$ cat config.mk
export PLATFORM = sky130hd
export DESIGN_NAME = rx_block_flat
export DESIGN_NICKNAME = d
export VERILOG_FILES = /design/src/rtl/rx_block_if.sv /design/src/rtl/rx_block.sv /design/src/flat_wrapper.sv
export SDC_FILE = /design/constraint.sdc
export NUM_CORES = 1
export LEC_CHECK = 0
export ABC_AREA = 0
export CORE_MARGIN = 3
export CORE_UTILIZATION = 45
export CTS_CLUSTER_DIAMETER = 120
export DETAILED_ROUTE_END_ITERATION = 7
export GPL_TIMING_DRIVEN = 1
export PLACE_DENSITY = 0.66
export REMOVE_ABC_BUFFERS = 1
export SYNTH_ARGS = -nofsm -noshare
export SYNTH_HDL_FRONTEND = slang
export SYNTH_SLANG_ARGS = --single-unit
$ cat constraint.sdc
create_clock -name clk -period 2.2 [get_ports clk]
set_input_delay 0.22 -clock clk [delete_from_list [all_inputs] [get_ports clk]]
set_output_delay 0.22 -clock clk [all_outputs]
set_load 0.01 [all_outputs]
$ cat src/rtl/rx_block_if.sv
// Serial-in / byte-out bundle of the UART receiver: oversampling strobe and line in,
// received byte plus its completion and framing-error pulses out.
interface rx_block_if;
  logic       clk_en;
  logic       rx_in;
  logic [7:0] mdata;
  logic       done;
  logic       frame_err;

  modport master (output clk_en, output rx_in, input mdata, input done, input frame_err);
  modport slave  (input clk_en, input rx_in, output mdata, output done, output frame_err);
endinterface

$ cat src/rtl/rx_block.sv
// 8N1 UART receiver. Bit timing is taken from an OVERSAMPLE x baud strobe, and each bit
// is sampled mid-cell. Good frames pulse done; a low stop bit pulses frame_err.
module rx_block #(
  parameter int OVERSAMPLE = 16,
  parameter int DATA_BITS  = 8
) (
  input  logic        clk,
  input  logic        rst_n,
  rx_block_if.slave   rx_if
);
  localparam int CW = $clog2(OVERSAMPLE);
  localparam logic [CW-1:0] CNT_HALF = CW'(OVERSAMPLE/2 - 1);
  localparam logic [CW-1:0] CNT_LAST = CW'(OVERSAMPLE - 1);
  localparam logic [2:0]    BIT_LAST = 3'(DATA_BITS - 1);

  typedef enum logic [2:0] {S_IDLE, S_START, S_DATA, S_STOP, S_BRK} state_t;

  state_t        state_q, state_d;
  logic [CW-1:0] cnt_q, cnt_d;
  logic [2:0]    bidx_q, bidx_d;
  logic [7:0]    sh_q, sh_d;
  logic [7:0]    mdata_q, mdata_d;
  logic          done_q, done_d;
  logic          ferr_q, ferr_d;
  logic          sync1_q, sync2_q;
  logic          rx_s;

  assign rx_s = sync2_q;

  always_ff @(posedge clk or negedge rst_n) begin
    if (!rst_n) begin
      sync1_q <= 1'b1;
      sync2_q <= 1'b1;
      state_q <= S_IDLE;
      cnt_q   <= '0;
      bidx_q  <= '0;
      sh_q    <= '0;
      mdata_q <= '0;
      done_q  <= 1'b0;
      ferr_q  <= 1'b0;
    end else begin
      sync1_q <= rx_if.rx_in;
      sync2_q <= sync1_q;
      state_q <= state_d;
      cnt_q   <= cnt_d;
      bidx_q  <= bidx_d;
      sh_q    <= sh_d;
      mdata_q <= mdata_d;
      done_q  <= done_d;
      ferr_q  <= ferr_d;
    end
  end

  // Every state change also clears cnt so each phase counts from its own entry tick.
  always_comb begin
    state_d = state_q;
    cnt_d   = cnt_q;
    bidx_d  = bidx_q;
    sh_d    = sh_q;
    if (rx_if.clk_en) begin
      unique case (state_q)
        S_IDLE: begin
          if (!rx_s) begin
            state_d = S_START;
            cnt_d   = '0;
          end
        end
        S_START: begin
          if (cnt_q == CNT_HALF) begin
            cnt_d   = '0;
            bidx_d  = '0;
            state_d = rx_s ? S_IDLE : S_DATA;
          end else begin
            cnt_d = cnt_q + 1'b1;
          end
        end
        S_DATA: begin
          if (cnt_q == CNT_LAST) begin
            sh_d   = {rx_s, sh_q[7:1]};
            cnt_d  = '0;
            bidx_d = bidx_q + 1'b1;
            if (bidx_q == BIT_LAST) state_d = S_STOP;
          end else begin
            cnt_d = cnt_q + 1'b1;
          end
        end
        S_STOP: begin
          if (cnt_q == CNT_LAST) begin
            cnt_d   = '0;
            state_d = rx_s ? S_IDLE : S_BRK;
          end else begin
            cnt_d = cnt_q + 1'b1;
          end
        end
        S_BRK: begin
          if (rx_s) begin
            state_d = S_IDLE;
            cnt_d   = '0;
          end
        end
        default: begin
          state_d = S_IDLE;
          cnt_d   = '0;
        end
      endcase
    end
  end

  always_comb begin
    done_d  = 1'b0;
    ferr_d  = 1'b0;
    mdata_d = mdata_q;
    if (rx_if.clk_en && state_q == S_STOP && cnt_q == CNT_LAST) begin
      if (rx_s) begin
        done_d  = 1'b1;
        mdata_d = sh_q;
      end else begin
        ferr_d = 1'b1;
      end
    end
  end

  assign rx_if.mdata     = mdata_q;
  assign rx_if.done      = done_q;
  assign rx_if.frame_err = ferr_q;
endmodule

$ cat src/flat_wrapper.sv
// flat-port wrapper written by rule: the top's interface ports become plain ports
module rx_block_flat 
#(
  parameter int OVERSAMPLE = 16,
  parameter int DATA_BITS  = 8
)
  (clk, rst_n, rx_if_clk_en, rx_if_rx_in, rx_if_mdata, rx_if_done, rx_if_frame_err);
  rx_block_if rx_if_i ();
  input  logic clk;
  input  logic rst_n;
  input wire logic [$bits(rx_if_i.clk_en)-1:0] rx_if_clk_en;
  input wire logic [$bits(rx_if_i.rx_in)-1:0] rx_if_rx_in;
  output wire logic [$bits(rx_if_i.mdata)-1:0] rx_if_mdata;
  output wire logic [$bits(rx_if_i.done)-1:0] rx_if_done;
  output wire logic [$bits(rx_if_i.frame_err)-1:0] rx_if_frame_err;
  assign rx_if_i.clk_en = rx_if_clk_en;
  assign rx_if_i.rx_in = rx_if_rx_in;
  assign rx_if_mdata = rx_if_i.mdata;
  assign rx_if_done = rx_if_i.done;
  assign rx_if_frame_err = rx_if_i.frame_err;
  rx_block #(.OVERSAMPLE(OVERSAMPLE), .DATA_BITS(DATA_BITS)) u_core (.clk(clk), .rst_n(rst_n), .rx_if(rx_if_i));
endmodule
==> results.cfg, run 1 <==
[status]
status = finished, final reports clean

[pwr]
ir_drop_mv = 0.715
combPwrFrac = 0.204
seq_power_share = 0.543
pwr_density_cell_nw_per_um2 = 860
clock_power_share = 0.253
p_leak_uw = 0.000735
swShare = 0.326
switchingPower_uw = 436
p_int_uw = 901

[clock_tree]
post_cts_resized = 0
clk_latency_ns = 0.32
clk_pin_slew_ns = 0.09
clock_path_buffers = 2
numCtsBuffers = 5
cts-htree-levels = 2
clockRootBuffer = clkbuf_4
cts_sinks = 30
cts_setup_buffers = 0
cts_tree = built
cts_hold_buf = 0

[yosys]
ys_ff_latch = 30
synth_top_area_frac = 0.529
synth_area_leader_cell = dfrtp_1
synth_ff_type = dfrtp_1
synth_fa_ha_area_frac = 0.0283
synth_compound_area_frac = 0.0897
synthMuxAreaShare = 0.136
async_flop_share = 1.00
synth_edf_count = 0
synth-simple-area-share = 0.133
synthTopCellsByArea = dfrtp_1 (53%), mux2_2 (14%), dfstp_2 (4.0%)
synth_cells = 109
ys_seq_area_frac = 0.568
synth_top_family_by_area = multiplexers
synth_cell_types = 33
synth.avg_cell_area_um2 = 12.2
ys_warn_count = 0
syn_area_um2 = 1330
synth-xor-area-share = 0.0132

[floorplanning]
die_area_um2 = 3630
die_h_um = 60.3
die_w_um = 60.3
initial_core_util = 0.476
core_area_um2 = 2780
rows = 19
num_io_pins = 14

[final_layout]
layout.nets = 135
syn_to_final_growth_pct = 17.3
final-seq-area_um2 = 753
multi_input_comb_area_um2 = 531
num_antenna_cells = 0
drive_above_1_share = 0.264
fin_cells = 160
utilization = 0.559
fillers = 267

[sta]
period_share = 0.897
drv_slew = 0
clock.fmax_mhz = 507
fin_crit_ns = 1.97
skew_ns = 0.00488
finalSetupTns_ns = 0
rsz0062_at_grt = no
hold_viol = 0
worst_pin_slew_ns = 0.429
setup_viol = 0
relSlewSlack = 0.714

[detailed_routing]
drc = 0
ant_nets = 0
drt_iter0_drc = 36
wirelength_mm = 2.27
vias = 869
post_drt_wl_per_cell_um = 14.2
viasPerCell = 5.43
first_pass_iters = 2

[worst_hold_path]
min_path_type = in2async

[critical_path]
rr_startpoint = u_core.cnt_q[0]
worstPathRequired_ns = 2.41
path_max_fanout = 9
crit_type = reg2reg
crit_start = u_core.cnt_q[0]
crit_path_start_kind = register
critPathCaptureType = register
cp_data_arrival_time_ns = 2.18

[global_routing]
first_global_vias = 843
grt_pass1_wl_mm = 3.80
grt_use_total = 0.148
grt_start_max_net_pins = 31
grt_overflow_total = 0
antenna_found_initial = 0

[job]
maxCapViolCount = 0

[placed_design]
hpwl_mm = 1.52
placed_cells = 152
io_buffer_count = 13
gp_congestion = 0.821
==> cell type report <==
type	count	share of cell area
Clock buffer	7	0.0354
Clock inverter	1	0.00322
Inverter	5	0.0121
Multi-Input combinational cell	70	0.341
Sequential cell	30	0.485
Tap cell	31	0.0250
Timing Repair Buffer	16	0.0982
==> routing by layer <==
layer,up-vias,wire [um],track usage
met1,425,1100,0.186
met2,13,1050,0.218
met4,0,25,0.0759
li1,429,-,-
met3,2,102,0.0605
met5,-,0,0
==> metrics by stage <==
| stage | power (uW) | cell area, um2 | hold slack [ns] | setup slack, ns |
|---|---|---|---|---|
| global placement | 996 | 1490 | 0.348 | 0.221 |
| global route | 1440 | 1550 | 0.268 | 0.109 |
| finish | 1340 | 1550 | 0.272 | 0.227 |
| detailed placement | 1010 | 1490 | 0.348 | 0.159 |
| CTS | 1350 | 1550 | 0.274 | 0.233 |
| floorplan | 918 | 1300 | -0.0756 | 0.403 |
==> power groups by stage <==
stage	sequential, uW	combinational, uW	clock, uW
2_1_floorplan	708	210	0
3_3_place_gp	731	265	0
3_5_place_dp	736	276	0
4_1_cts	725	277	349
5_1_grt	742	321	373
6_report	725	273	338
==> cell usage after synthesis, drive strengths merged, types with 3 or more instances <==
cell and count:
nor3 3, a22oi 3, nand3 3, nor2 4, o21ai 10, nand2 8, buf 3, mux2 16
dfrtp 28, inv 5, ha 3
==> cell usage in the layout, fill, tap and decap left out, drive strengths merged, types with 2 or more instances in the layout <==
cell type	instances
a21o	2
a22oi	3
buf	3
clkbuf	7
clkdlybuf4s50	13
dfrtp	28
dfstp	2
ha	3
inv	5
mux2	16
nand2	8
nand3	3
nand3b	2
nor2	4
nor3	3
nor4	2
o21ai	10
or2	2
==> flip-flops by register name, summed over array words and instances, names as in the netlist <==
signal	flops
u_core.sh_q	8
u_core.sync1_q	1
u_core.rx_s	1
u_core.rx_if.mdata	8
u_core.cnt_q	4
u_core.rx_if.done	1
u_core.state_q	3
u_core.bidx_q	3
u_core.rx_if.frame_err	1
==> worst max-delay path: stages, from the launching register on <==
cell	delay [ns]
dfrtp_1	0.40
ha_1	0.21
nand3_2	0.14
nor3_1	0.25
and3_1	0.46
mux2_2	0.39
==> cell families after synthesis <==
group           after synthesis
flops                        30
compound gates               19
buf+inv                       9
mux                          16
simple gates                 30
xor+xnor                      2
fa+ha+maj                     3
==> final timing paths <==
kind | end | slack, ns | cells past startpoint
min in group clk | u_core.sync1_q | 0.30 | 1
setup reg to reg | u_core.rx_if.mdata[4] | 0.23 | 5
max in group asynchronous | u_core.sync1_q | 1.61 | 2
hold / removal | u_core.state_q[1] | 0.27 | 2
hold reg to reg | u_core.rx_s | 0.36 | 0
setup / recovery | u_core.rx_if.mdata[4] | 0.23 | 5
Note: power is estimated with default switching activity, not from simulation.
==> run 2: changes to the inputs <==
--- a/config.mk
+++ b/config.mk
@@ -5,7 +5,6 @@
 export SDC_FILE = /design/constraint.sdc
 export NUM_CORES = 1
 export LEC_CHECK = 0
-export ABC_AREA = 0
 export CORE_MARGIN = 3
 export CORE_UTILIZATION = 45
 export CTS_CLUSTER_DIAMETER = 120
@@ -13,6 +12,7 @@
 export GPL_TIMING_DRIVEN = 1
 export PLACE_DENSITY = 0.66
 export REMOVE_ABC_BUFFERS = 1
+export SLEW_MARGIN = 0
 export SYNTH_ARGS = -nofsm -noshare
 export SYNTH_HDL_FRONTEND = slang
 export SYNTH_SLANG_ARGS = --single-unit
==> results of run 2 <==
No change in the layout: final DEF, timing and power equal those of run 1.
